$ cat src/rtl/dcp_serializer_pkg.sv
// Shared definitions for the decoupled-channel width serializer.
//   dcp_state_e  : serializer FSM state (IDLE / SHIFT)
//   dcp_ratio    : number of narrow beats per wide word
//   dcp_width_ok : elaboration-time legality check of the width pair
package DcpPkg;

  typedef enum logic {
    IDLE  = 1'b0,
    SHIFT = 1'b1
  } dcp_state_e;

  function automatic int dcp_ratio(input int in_dw, input int out_dw);
    return in_dw / out_dw;
  endfunction

  // Wide width must be an exact multiple of the narrow width, at least 2x.
  function automatic bit dcp_width_ok(input int in_dw, input int out_dw);
    return (out_dw > 0) && ((in_dw % out_dw) == 0) && ((in_dw / out_dw) >= 2);
  endfunction

endpackage

$ cat src/rtl/dcp_serializer.sv
// Wide-to-narrow decoupled serializer. A captured IN_DW word is emitted as
// RATIO consecutive OUT_DW beats, lowest slice first when LSB_FIRST=1.
// Ports:
//   iClk, iRst_n                          clock, async active-low reset
//   iDcpIn_vld/iDcpIn_pld  -> iDcpIn_rdy  wide upstream channel (slave)
//   oDcpOut_vld/oDcpOut_pld <- oDcpOut_rdy narrow downstream channel (master)
// Output payload comes only from the hold register; the single
// combinational through-path is oDcpOut_rdy -> iDcpIn_rdy on the last beat.
module dcp_serializer #(
  parameter int IN_DW     = 32,
  parameter int OUT_DW    = 8,
  parameter bit LSB_FIRST = 1'b1
) (
  input  logic              iClk,
  input  logic              iRst_n,
  input  logic              iDcpIn_vld,
  input  logic [IN_DW-1:0]  iDcpIn_pld,
  output logic              iDcpIn_rdy,
  output logic              oDcpOut_vld,
  output logic [OUT_DW-1:0] oDcpOut_pld,
  input  logic              oDcpOut_rdy
);
  import DcpPkg::*;

  localparam int RATIO = dcp_ratio(IN_DW, OUT_DW);
  localparam int CW    = $clog2(RATIO);
  localparam int IW    = $clog2(IN_DW);
  localparam logic [CW-1:0] LAST = CW'(RATIO - 1);

  if (!dcp_width_ok(IN_DW, OUT_DW)) begin : g_bad_width
    $error("dcp_serializer: IN_DW must be a multiple (>=2x) of OUT_DW");
  end

  dcp_state_e        state_q, state_d;
  logic [CW-1:0]     cnt_q;
  logic [IN_DW-1:0]  hold_q;
  logic              rel_q;     // set on the first edge after reset release
  logic              in_fire, out_fire, last;
  logic [CW-1:0]     sel;
  logic [IW-1:0]     idx;

  assign last     = (cnt_q == LAST);
  assign in_fire  = iDcpIn_vld & iDcpIn_rdy;
  assign out_fire = oDcpOut_vld & oDcpOut_rdy;

  // Beat counter maps to a slice index; MSB-first just mirrors it.
  assign sel = LSB_FIRST ? cnt_q : (LAST - cnt_q);
  assign idx = IW'(sel) * IW'(OUT_DW);

  // State register
  always_ff @(posedge iClk or negedge iRst_n) begin
    if (!iRst_n) state_q <= IDLE;
    else         state_q <= state_d;
  end

  // Next-state logic
  always_comb begin
    state_d = state_q;
    case (state_q)
      IDLE:    if (in_fire) state_d = SHIFT;
      SHIFT:   if (out_fire && last && !in_fire) state_d = IDLE;
      default: state_d = IDLE;
    endcase
  end

  // Outputs
  always_comb begin
    oDcpOut_vld = (state_q == SHIFT);
    oDcpOut_pld = hold_q[idx +: OUT_DW];
    iDcpIn_rdy  = rel_q & ((state_q == IDLE) |
                           ((state_q == SHIFT) & last & oDcpOut_rdy));
  end

  // Datapath: capture reloads the counter; a non-final beat advances it.
  always_ff @(posedge iClk or negedge iRst_n) begin
    if (!iRst_n) begin
      hold_q <= '0;
      cnt_q  <= '0;
    end else if (in_fire) begin
      hold_q <= iDcpIn_pld;
      cnt_q  <= '0;
    end else if (out_fire && !last) begin
      cnt_q  <= cnt_q + 1'b1;
    end
  end

  always_ff @(posedge iClk or negedge iRst_n) begin
    if (!iRst_n) rel_q <= 1'b0;
    else         rel_q <= 1'b1;
  end

endmodule

$ cat config.mk
export PLATFORM = sky130hd
export DESIGN_NAME = dcp_serializer
export DESIGN_NICKNAME = d
export VERILOG_FILES = /design/src/rtl/dcp_serializer_pkg.sv /design/src/rtl/dcp_serializer.sv
export SDC_FILE = /design/constraint.sdc
export NUM_CORES = 1
export LEC_CHECK = 0
export BUFFER_PORTS_ARGS = -buffer_cell sky130_fd_sc_hd__buf_4
export CAP_MARGIN = 10
export CORE_MARGIN = 5
export CORE_UTILIZATION = 55
export DETAILED_ROUTE_END_ITERATION = 8
export GPL_ROUTABILITY_DRIVEN = 0
export HOLD_SLACK_MARGIN = 0.1
export MAX_ROUTING_LAYER = met4
export PLACE_DENSITY = 0.88
export SETUP_SLACK_MARGIN = 0.2
export SLEW_MARGIN = 20
export SYNTH_ARGS = -nofsm -noshare
export SYNTH_HDL_FRONTEND = slang
export SYNTH_SLANG_ARGS = --single-unit
$ cat constraint.sdc
create_clock -name iClk -period 2.2 [get_ports iClk]
set_input_delay 0.55 -clock iClk [delete_from_list [all_inputs] [get_ports iClk]]
set_output_delay 0.55 -clock iClk [all_outputs]
set_load 0.005 [all_outputs]
* Word-level counts from Yosys, hierarchy flattened
Cells that the tools add are included.
** Word-level totals
- Logic and storage cells :: 25
- Input bits :: 36
- Bits in registers :: 36
- Output and inout port bits :: 10
** Operators by class
- Reductions and logical operators :: 6
- Bitwise operators :: 7
- Equality and inequality tests :: 1
- Add/subtract/negate cells :: 1
- Shifts and indexed selects :: 1
- Multiplexer cells :: 5
** Operator list (number)
- 32-bit by 6-bit variable part select with 8-bit output :: 1
- 1-bit AND :: 5
- 2-bit two-way mux :: 2
- 1-bit logical AND :: 3
- 2-bit by 1-bit adder with 2-bit output, second input constant :: 1
- 2-bit equality test, second input constant :: 1
- 1-bit zero test :: 2
- 1-bit two-way mux :: 2
- 1-bit one-hot mux with 2 select lines :: 1
- 2-bit nonzero test :: 1
- 1-bit inverter :: 1
- 1-bit OR :: 1

* Longest topological paths before layout
Gate-level depths: netlist of the first run.
- Word-level depth :: 10
- Gate-level depth with buffers :: 5
- Mapped depth without buffers :: 4

* Worst setup path after synthesis of the first run
Ideal clock, no wire load.
- Path type :: flip-flop to output port
- From :: register cnt_q[0]
- To :: output port oDcpOut_pld[0]
- Data required time :: 1.650 ns
- Slack :: 0.533 ns
- Path buffers :: 1
- Cell stages (with the launch flop) :: 3
- Arrival :: 1.117 ns
- Path through :: dfrtp_1 > buf_2 > mux4_2
** On the way
- Word-level cells in the longest chain between the ends :: 1
** Ends and longest elaborated chain
- start, declared :: RTL line dcp_serializer.sv:35 : logic [CW-1:0] cnt_q;
- start signal, assigned :: RTL line dcp_serializer.sv:83 : cnt_q <= cnt_q + 1'b1;
- 32-bit by 6-bit variable part select with 8-bit output :: RTL line dcp_serializer.sv:69 : oDcpOut_pld = hold_q[idx +: OUT_DW];
- end, declared :: RTL line dcp_serializer.sv:20 : output logic [OUT_DW-1:0] oDcpOut_pld,
Every way passes these cells.

* Worst setup path after layout of the first run
Same ends and word-level chain as after synthesis.

==> results of run 1 <==
-- flip-flops by register name, summed over array words and instances, names as in the netlist --
signal	cells
rel_q	1
hold_q	32
oDcpOut_vld	1
cnt_q	2
-- placed cells by master (no fill, tap or decap) --
master    netlist  final
mux2_2          4      4
buf_4           0     43
nor2_8          1      1
and2b_1         1      1
mux2_4         28     28
a21boi_4        1      1
ha_4            0      1
conb_1          1      1
clkbuf_8        0      2
buf_12          2      1
nor2_1          2      2
mux2i_1         1      1
clkbuf_4        0      5
nand2b_1        1      1
nand2_1         1      1
mux4_2          8      8
dfrtp_1        36     36
nand3b_1        1      1
xor2_1          1      1
buf_6           0      7
-- Yosys cell counts (all sizes together) --
cell type and instances:
nand3b 1, mux2 32, nand2 1, mux2i 1, buf 5, conb 1
nor2 3, xor2 1, dfrtp 36, nand2b 1, ha 1, mux4 8
a21boi 1, and2b 1
-- what timing repair did --
| item | CTS | global route |
|---|---|---|
| pin swaps | 1 | 0 |
| resized for setup | 7 | 2 |
| setup buffers | 2 | 0 |
| hold buffers | 0 | 0 |
| setup endpoints to repair | 9 | 9 |
-- per-stage QoR --
step,total power [mW],area [um^2],setup slack (ps),util (%),std cells
floorplan,2.11,1720,533,-,93
global placement,2.54,2090,427,69.0,181
detailed placement,2.60,2090,398,69.0,181
CTS,3.12,2200,60.7,72.6,190
global route,3.31,2210,-11.8,72.9,190
finish,3.12,2210,88.9,72.9,190
-- metal layers --
layer | routed length (um) | vias to the layer above | GRT usage [%]
met5 | 0 | - | -
li1 | - | 438 | -
met2 | 1630 | 34 | 29.7
met3 | 220 | 5 | 5.78
met1 | 1370 | 512 | 21.6
met4 | 49 | 0 | 8.55
-- layout make-up --
| cell class | count | area (um^2) |
|---|---|---|
| Timing Repair Buffer | 51 | 422 |
| Sequential cell | 36 | 901 |
| Tap cell | 44 | 55.1 |
| Clock buffer | 7 | 65.1 |
| Fill cell | 202 | 821 |
| Multi-Input combinational cell | 52 | 764 |
-- power by group --
group / leakage, nW / switching, mW / internal, mW
Combinational: 0.587 / 0.464 / 1.08
Sequential: 0.429 / 0.198 / 0.988
Clock: 0.0374 / 0.211 / 0.181
-- cells by family after synthesis --
logic type,synth area share (%)
AOI/OAI and AO/OA,1.09
xor gates and xnor gates,0.510
adders and majority gates,0.729
buffers and inverters,3.72
DFF,52.5
muxes,38.2
other,0.218
and+or+nand+nor,3.06
-- path summary, 6_finish.rpt --
| kind | from | to | slack [ps] |
|---|---|---|---|
| max in group asynchronous | iRst_n | hold_q[28] | 1740 |
| max reg2reg | cnt_q[0] | hold_q[7] | 460 |
| min in group iClk | iDcpIn_pld[4] | hold_q[4] | 430 |
| min | iRst_n | hold_q[5] | 150 |
| min reg2reg | hold_q[18] | hold_q[18] | 520 |
| max | cnt_q[0] | oDcpOut_pld[0] | 90 |
==> summary.md, run 1 <==
| Metric | Value |
|---|---|
| Outcome | `complete, no violations` |
| Cell Area, Synth | `around 1700 um^2` |
| Crit. End Element | `output port` |
| Antenna viol nets, final | `0` |
| Core box area | `between 3000 and 4000 um^2` |
| Mapped Avg Cell Area | `approximately 18 um^2` |
| Detailed-placement wirelength estimate | `about 2300 um` |
| Initial Util | `between 50% and 60%` |
| Via Count | `between 900 and 1k` |
| Critical-path cell list | `buf_4, mux4_2, buf_4` |
| DRC Markers | `0` |
| Clk sinks | `36` |
| Critical-path top delay cell | `mux4_2` |
| Total grt overflow | `0` |
| Area Growth Syn to Fin | `28.6%` |
| DR iter-0 viols | `37` |
| Die Y | `about 66 um` |
| Final Max Tran Viols | `0` |
| MaxCap Viol Count | `0` |
| CTS HTree Levels | `2` |
| Synth area leader | `dfrtp_1` |
| Vias in the first global route | `approximately 1.2k` |
| Avg Vias per Cell | `approximately 5.2` |
| Site Rows | `20` |
| Power per cell area | `1420 nW/um^2` |
| Hold Crit Class | `in -> async` |
| Skew final | `2.95 ps` |
| Crit path buf inv count | `2` |
| Die ar. | `approximately 4300 um^2` |
| Area share of the largest cell type after synthesis | `about 52%` |
| Period utilization | `approximately 96%` |
| Most frequent CP cell | `buf_4` |
| Syn Nets | `130` |
| Clock Latency Late Sink | `between 300 and 400 ps` |
| RSZ-0062 raised after global routing | `yes` |
| CTS tree | `yes` |
| Port bufs | `45` |
| Peak supply drop | `about 800 uV` |
| Crit Path Category | `reg -> out` |
| Detailed Routing Iterations Pass 1 | `2` |
| Delay-heaviest family, CP | `multiplexers` |
| Clock-pin slew on the worst setup and hold paths | `100 ps` |
| Hold slack | `~150 ps` |
| CTS Buf Count | `5` |
| WP data arrival | `1560 ps` |
| Crit path depth | `3` |
| Shortest period the worst path allows | `about 2100 ps` |
| Largest net degree at the start of global routing | `37` |
| Fmax | `roughly 470 MHz` |
| Final WL | `between 3000 and 4000 um` |
| Layout cells sized above 1 | `69.2%` |
| Number of antenna violations at the first check in global routing | `0` |
| Setup TNS | `0 ps` |
| Top cells by area, synth | `dfrtp_1 (52%), mux2_4 (24%), mux4_2 (10%)` |
| CP peak stage delay | `roughly 500 ps` |
| Routed WL per cell | `approximately 17 um` |
| Clock root buffer | `clkbuf_4` |
| Post-synthesis sequential area ratio | `between 50% and 60%` |
| CP startpoint kind | `register` |
| Final Setup Violations | `0` |
| Die Wd | `roughly 66 um` |
| Max clock buf depth | `2` |
| Hold Fails Final Rpt | `0` |
| #FFs+latches synth | `36` |
| Diodes inserted | `0` |
| Max FO, Critical Path | `3` |
| Nets | `roughly 180` |
| First-pass GRT wire length | `about 5700 um` |
| Gr usage total | `between 10% and 20%` |
| Yosys warns | `0` |
| Synth Instances | `93` |
| R2R cell count | `7` |
| Leak | `~1.1 nW` |
| Synth cell types | `19` |
| Critical Path RT | `roughly 1700 ps` |
| Num ports | `between 40 and 50` |
No activity file was read; power rests on OpenSTA's default activity.
==> inputs of run 2 (changes only) <==
CORE_UTILIZATION = 58   (was 55)
CTS_BUF_LIST = sky130_fd_sc_hd__clkbuf_4   (was unset)
PLACE_DENSITY = 0.92   (was 0.88)
==> run 2 against run 1 <==
Compared with the run above: critical path depth is 2 higher; utilization is 5.2 points higher; power is 0.89% higher; non-clock buffer count is 1 higher; routed wire length is 11% higher; worst hold slack better by 3.8 ps; combinational power is 5% higher; final cell count is 5.8% lower; sequential cell count stayed put; sequential power hardly changed; first-iteration DRC count is 19% higher; clock-buffer cell count is 2 lower; critical path type unchanged; critical endpoint is now iDcpIn_rdy; largest cell class unchanged.
==> summary.md, run 2 (synthesized netlist as in run 1, its figures left out) <==
| Metric | Value |
|---|---|
| Outcome | `complete, no violations` |
| RSZ-0062 raised after global routing | `yes` |
| First-pass GRT wire length | `5670 um` |
| Area Growth Syn to Fin | `27.6%` |
| Relative slew slack | `55.4%` |
| Gr usage total | `between 10% and 20%` |
| Site Rows | `19` |
| Number of antenna violations at the first check in global routing | `0` |
| DRC Markers | `0` |
| Total grt overflow | `0` |
| Hold Fails Final Rpt | `0` |
| Nets | `185` |
| Peak supply drop | `725 uV` |
| Biggest regs | `hold_q: 32 flops, cnt_q: 2 flops` |
| Number of fill cells | `164` |
| Routed WL per cell | `around 20 um` |
| Setup TNS | `0 ps` |
| Hold Crit Class | `in -> async` |
| CP startpoint kind | `register` |
| Leak | `around 1.0 nW` |
| Num ports | `46` |
| Crit Path Category | `reg -> out` |
| Layout cells sized above 1 | `~69%` |
| Detailed-placement wirelength estimate | `approximately 2500 um` |
| Antenna viol nets, final | `0` |
| Hold buffers post-CTS | `0` |
| Detailed Routing Iterations Pass 1 | `4` |
| Clk sinks | `36` |
| CTS HTree Levels | `2` |
| Final Max Tran Viols | `0` |
| Worst setup margin | `71.3 ps` |
| WP data arrival | `1580 ps` |
| Crit. End Element | `output port` |
| Max clock buf depth | `2` |
| Core box area | `around 2800 um^2` |
| Final Setup Violations | `0` |
| Most common cell after layout, fill and taps aside | `buf_4` |
| Avg Vias per Cell | `5.60` |
| Dpl ws | `about 270 ps` |
| Die Y | `about 64 um` |
| Critical Path RT | `1650 ps` |
| Power per cell area | `between 1000 and 1500 nW/um^2` |
| Overall power | `between 3 and 4 mW` |
| Via Count | `between 1k and 1.5k` |
| Shortest period the worst path allows | `2130 ps` |
| Port bufs | `45` |
| Largest net degree at the start of global routing | `37` |
| Vias in the first global route | `1200` |
| Die ar. | `just over 4000 um^2` |
| Max FFs per register | `32` |
| CTS tree | `yes` |
| Final WL | `~3600 um` |
| Period utilization | `between 90% and 100%` |
| Clock Latency Late Sink | `approximately 340 ps` |
| Clock root buffer | `clkbuf_4` |
| Top reg by flops | `hold_q` |
| DR iter-0 viols | `44` |
| Clock-pin slew on the worst setup and hold paths | `~110 ps` |
| Most frequent cells in the layout | `buf_4 (42), dfrtp_1 (35), mux2_4 (28), buf_6 (10), mux4_2 (8)` |
| Fmax | `470 MHz` |
| Diodes inserted | `0` |
| Least-Margin Pin Slew | `~670 ps` |
| MaxCap Viol Count | `0` |
| Die Wd | `approximately 64 um` |
| Initial Util | `between 60% and 70%` |
| Max FO, Critical Path | `5` |
| Skew final | `between 7 and 8 ps` |
| CTS Buf Count | `5` |
-- run 2: report_power, final --
part / total, mW / leakage (nW) / internal, mW / switching [mW]
Combinational: 1.61 / 0.593 / 1.12 / 0.500
Sequential: 1.21 / 0.428 / 0.991 / 0.224
Clock: 0.323 / 0.0261 / 0.112 / 0.211
-- run 2: timing repair --
action | 4_1_cts | 5_1_grt
setup endpoints to repair | 9 | 41
gates cloned | 0 | 1
pin swaps | 1 | 3
setup buffers | 2 | 2
gates resized for setup | 10 | 3
-- run 2: per-layer routing --
layer | GRT usage, % | share of wire [%] | up-vias
met5 | - | 0 | -
met4 | 7.12 | 1.5 | 0
met3 | 5.08 | 5.6 | 5
met2 | 32.1 | 53 | 43
met1 | 21.2 | 40 | 505
li1 | - | - | 450
-- run 2: path summary, 6_finish.rpt --
| path | start | to | slack [ps] | depth (start not counted) |
|---|---|---|---|---|
| worst min register to register | hold_q[27] | hold_q[27] | 520 | 1 |
| min in group iClk | iDcpIn_pld[21] | hold_q[21] | 430 | 2 |
| worst min-delay path | iRst_n | hold_q[24] | 150 | 1 |
| worst max register to register | cnt_q[0] | hold_q[17] | 290 | 6 |
| worst max-delay path | cnt_q[0] | iDcpIn_rdy | 70 | 5 |
| max in group asynchronous | iRst_n | cnt_q[0] | 1710 | 1 |
-- run 2: critical path, stage by stage (launching register included) --
cell	delay [ps]
dfrtp_2	460
buf_4	150
ha_4	160
a21boi_4	140
and2b_1	210
buf_6	120
-- run 2: metrics by stage --
| stage | cell area (um^2) | cells | hold slack (ps) | utilization (%) |
|---|---|---|---|---|
| global route | 2190 | 179 | 164 | 78.1 |
| CTS | 2150 | 176 | 162 | 76.5 |
| finish | 2190 | 179 | 149 | 78.1 |
| detailed placement | 2050 | 167 | 494 | 73.1 |
| floorplan | 1720 | 93 | 254 | - |
| global placement | 2050 | 167 | 489 | 73.1 |
-- run 2: cell type report --
class	count	area, um^2	share of cell area (%)
Timing Repair Buffer	52	428	19.5
Clock buffer	5	37.5	1.71
Multi-Input combinational cell	53	776	35.4
Tap cell	31	38.8	1.77
Clock inverter	2	7.51	0.343
Sequential cell	36	902	41.2
==> inputs of run 3 (changes only) <==
PLACE_DENSITY = unset   (was 0.92)
PLACE_DENSITY_LB_ADDON = 0.08   (was unset)
==> run 3 against run 2 <==
Compared with the run above: design area shrank 0.91%; fmax increased by 2.1%; power shrank 3.0%; routed wire length decreased by 13%; first-iteration DRC count down 23%; largest power group unchanged; final cell count fell by 0.56%; non-clock buffer count fell by 2; largest cell class unchanged; clock-buffer cell count grew 1; sequential cell count unchanged; critical path depth is 2 lower; critical endpoint is now oDcpOut_pld[2].
==> summary.md, run 3 (synthesized netlist as in run 1, its figures left out) <==
| Metric | Value |
|---|---|
| Most Crowded Layer GR | `met2` |
| Biggest regs | `hold_q: 32 flops, cnt_q: 2 flops` |
| Area occupied by multi-input gates | `776 um^2` |
| GR Layer Usage met3 | `5.08%` |
| Gr usage total | `between 15 and 20%` |
| Outcome | `complete, no violations` |
| Final WL | `about 3200 um` |
| Routed WL per cell | `approximately 18 um` |
| Hold Crit Class | `in -> async` |
| Dpl ws | `a little under 300 ps` |
| Initial Util | `61.2%` |
| Sequential standard cell area | `approximately 900 um^2` |
| Site Rows | `19` |
| CTS HTree Levels | `2` |
| WP data arrival | `~1500 ps` |
| Max clock buf depth | `2` |
| Area Growth Syn to Fin | `26.4%` |
| RSZ-0062 raised after global routing | `yes` |
| Largest net degree at the start of global routing | `37` |
| Final Setup Violations | `0` |
| Setup TNS | `0 ps` |
| Clock root buffer | `clkbuf_4` |
| Reg2reg start | `cnt_q[0]` |
| Hold Fails Final Rpt | `0` |
| Die Wd | `~64 um` |
| DRC Markers | `0` |
| Shortest period the worst path allows | `approximately 2100 ps` |
| Detailed-placement wirelength estimate | `2080 um` |
| Max FO, Critical Path | `4` |
| Max FFs per register | `32` |
| Overall power | `between 3 and 4 mW` |
| First-pass GRT wire length | `just over 5000 um` |
| Port bufs | `between 40 and 50` |
| Post-DP Area | `2050 um^2` |
| Via Count | `just under 1k` |
| CP startpoint kind | `register` |
| Most common cell after layout, fill and taps aside | `buf_4` |
| Critical Path RT | `1650 ps` |
| Worst setup margin | `115 ps` |
| Reg2Reg Setup Slack | `~320 ps` |
| Skew final | `roughly 18 ps` |
| Hold buffers post-CTS | `0` |
| DR iter-0 viols | `34` |
| CTS tree | `yes` |
| Vias in the first global route | `between 1k and 1.5k` |
| Die ar. | `between 4000 and 5000 um^2` |
| Num ports | `46` |
| Avg Vias per Cell | `roughly 5.4` |
| Die Y | `between 60 and 70 um` |
| Antenna viol nets, final | `0` |
| Clk sinks | `36` |
| M2 GR Usage | `between 20% and 30%` |
| Number of antenna violations at the first check in global routing | `0` |
| Final instance area | `between 2000 and 2500 um^2` |
| CTS Buf Count | `5` |
| MaxCap Viol Count | `0` |
| Met1 Usage GRT | `between 20% and 30%` |
| Peak supply drop | `between 900 and 1000 uV` |
| Most frequent cells in the layout | `buf_4 (44), dfrtp_1 (36), mux2_4 (28), mux4_2 (8)` |
| Diodes inserted | `0` |
| Nets | `approximately 180` |
| Crit Path Category | `reg -> out` |
| Final Max Tran Viols | `0` |
| Layout cells sized above 1 | `approximately 70%` |
| R2R cell count | `6` |
| Leak | `between 1 and 1.5 nW` |
| Period utilization | `a little over nine tenths` |
| Reg2reg end | `hold_q[16]` |
| Least-Margin Pin Slew | `around 680 ps` |
| Clock Latency Late Sink | `between 300 and 400 ps` |
| Top reg by flops | `hold_q` |
| Crit. End Element | `output port` |
| Total grt overflow | `0` |
| Power per cell area | `~1400 nW/um^2` |
| Detailed Routing Iterations Pass 1 | `4` |
| Number of fill cells | `slightly below 200` |
| Core box area | `~2800 um^2` |
| Clock-pin slew on the worst setup and hold paths | `120 ps` |
| Relative slew slack | `54.7%` |
| Fmax | `approximately 480 MHz` |
## run 3: metal layers
| metal | share of wire, % | vias up | wire (um) |
|---|---|---|---|
| li1 | - | 440 | - |
| met1 | 43 | 493 | 1380 |
| met2 | 50 | 31 | 1570 |
| met3 | 5.7 | 5 | 181 |
| met4 | 1.1 | 0 | 36 |
| met5 | 0 | - | 0 |
## run 3: through the flow
step | instances | hold WS, ps | utilization (%)
CTS | 176 | 150 | 76.2
global placement | 167 | 490 | 73.1
finish | 178 | 149 | 77.3
floorplan | 93 | 254 | -
detailed placement | 167 | 489 | 73.1
global route | 178 | 161 | 77.3
## run 3: cell type report
cell class,instances,area share (%)
Clock buffer,6,2.08
Multi-Input combinational cell,53,35.8
Clock inverter,2,0.519
Sequential cell,36,41.5
Timing Repair Buffer,50,18.3
Tap cell,31,1.79
## run 3: how the worst max path moves through the flow
stage / end / startpoint / depth (start not counted) / slack (ps)
after floorplan: oDcpOut_pld[0] / cnt_q[0] / 2 / 530
after global placement: hold_q[8] / iDcpIn_vld / 4 / 330
after detailed placement: hold_q[7] / iDcpIn_vld / 4 / 290
after CTS: oDcpOut_pld[4] / cnt_q[0] / 3 / 100
after global routing: oDcpOut_pld[4] / cnt_q[0] / 3 / 30
final: oDcpOut_pld[2] / cnt_q[0] / 3 / 110
## run 3: where the power goes
group / internal [mW] / total (mW) / switching (mW)
clock: 0.134 / 0.352 / 0.218
combinational: 1.06 / 1.54 / 0.474
sequential: 0.987 / 1.17 / 0.184
## run 3: worst max-delay path, cell delays in order (launching register included)
cell	delay (ps)
dfrtp_1	400
buf_4	170
mux4_2	500
buf_4	150
## run 3: timing repair
action | in CTS | in global routing
setup buffers | 1 | 1
gates cloned | 0 | 1
pin swaps | 1 | 2
endpoints found under the setup margin | 9 | 15
resized for setup | 6 | 2
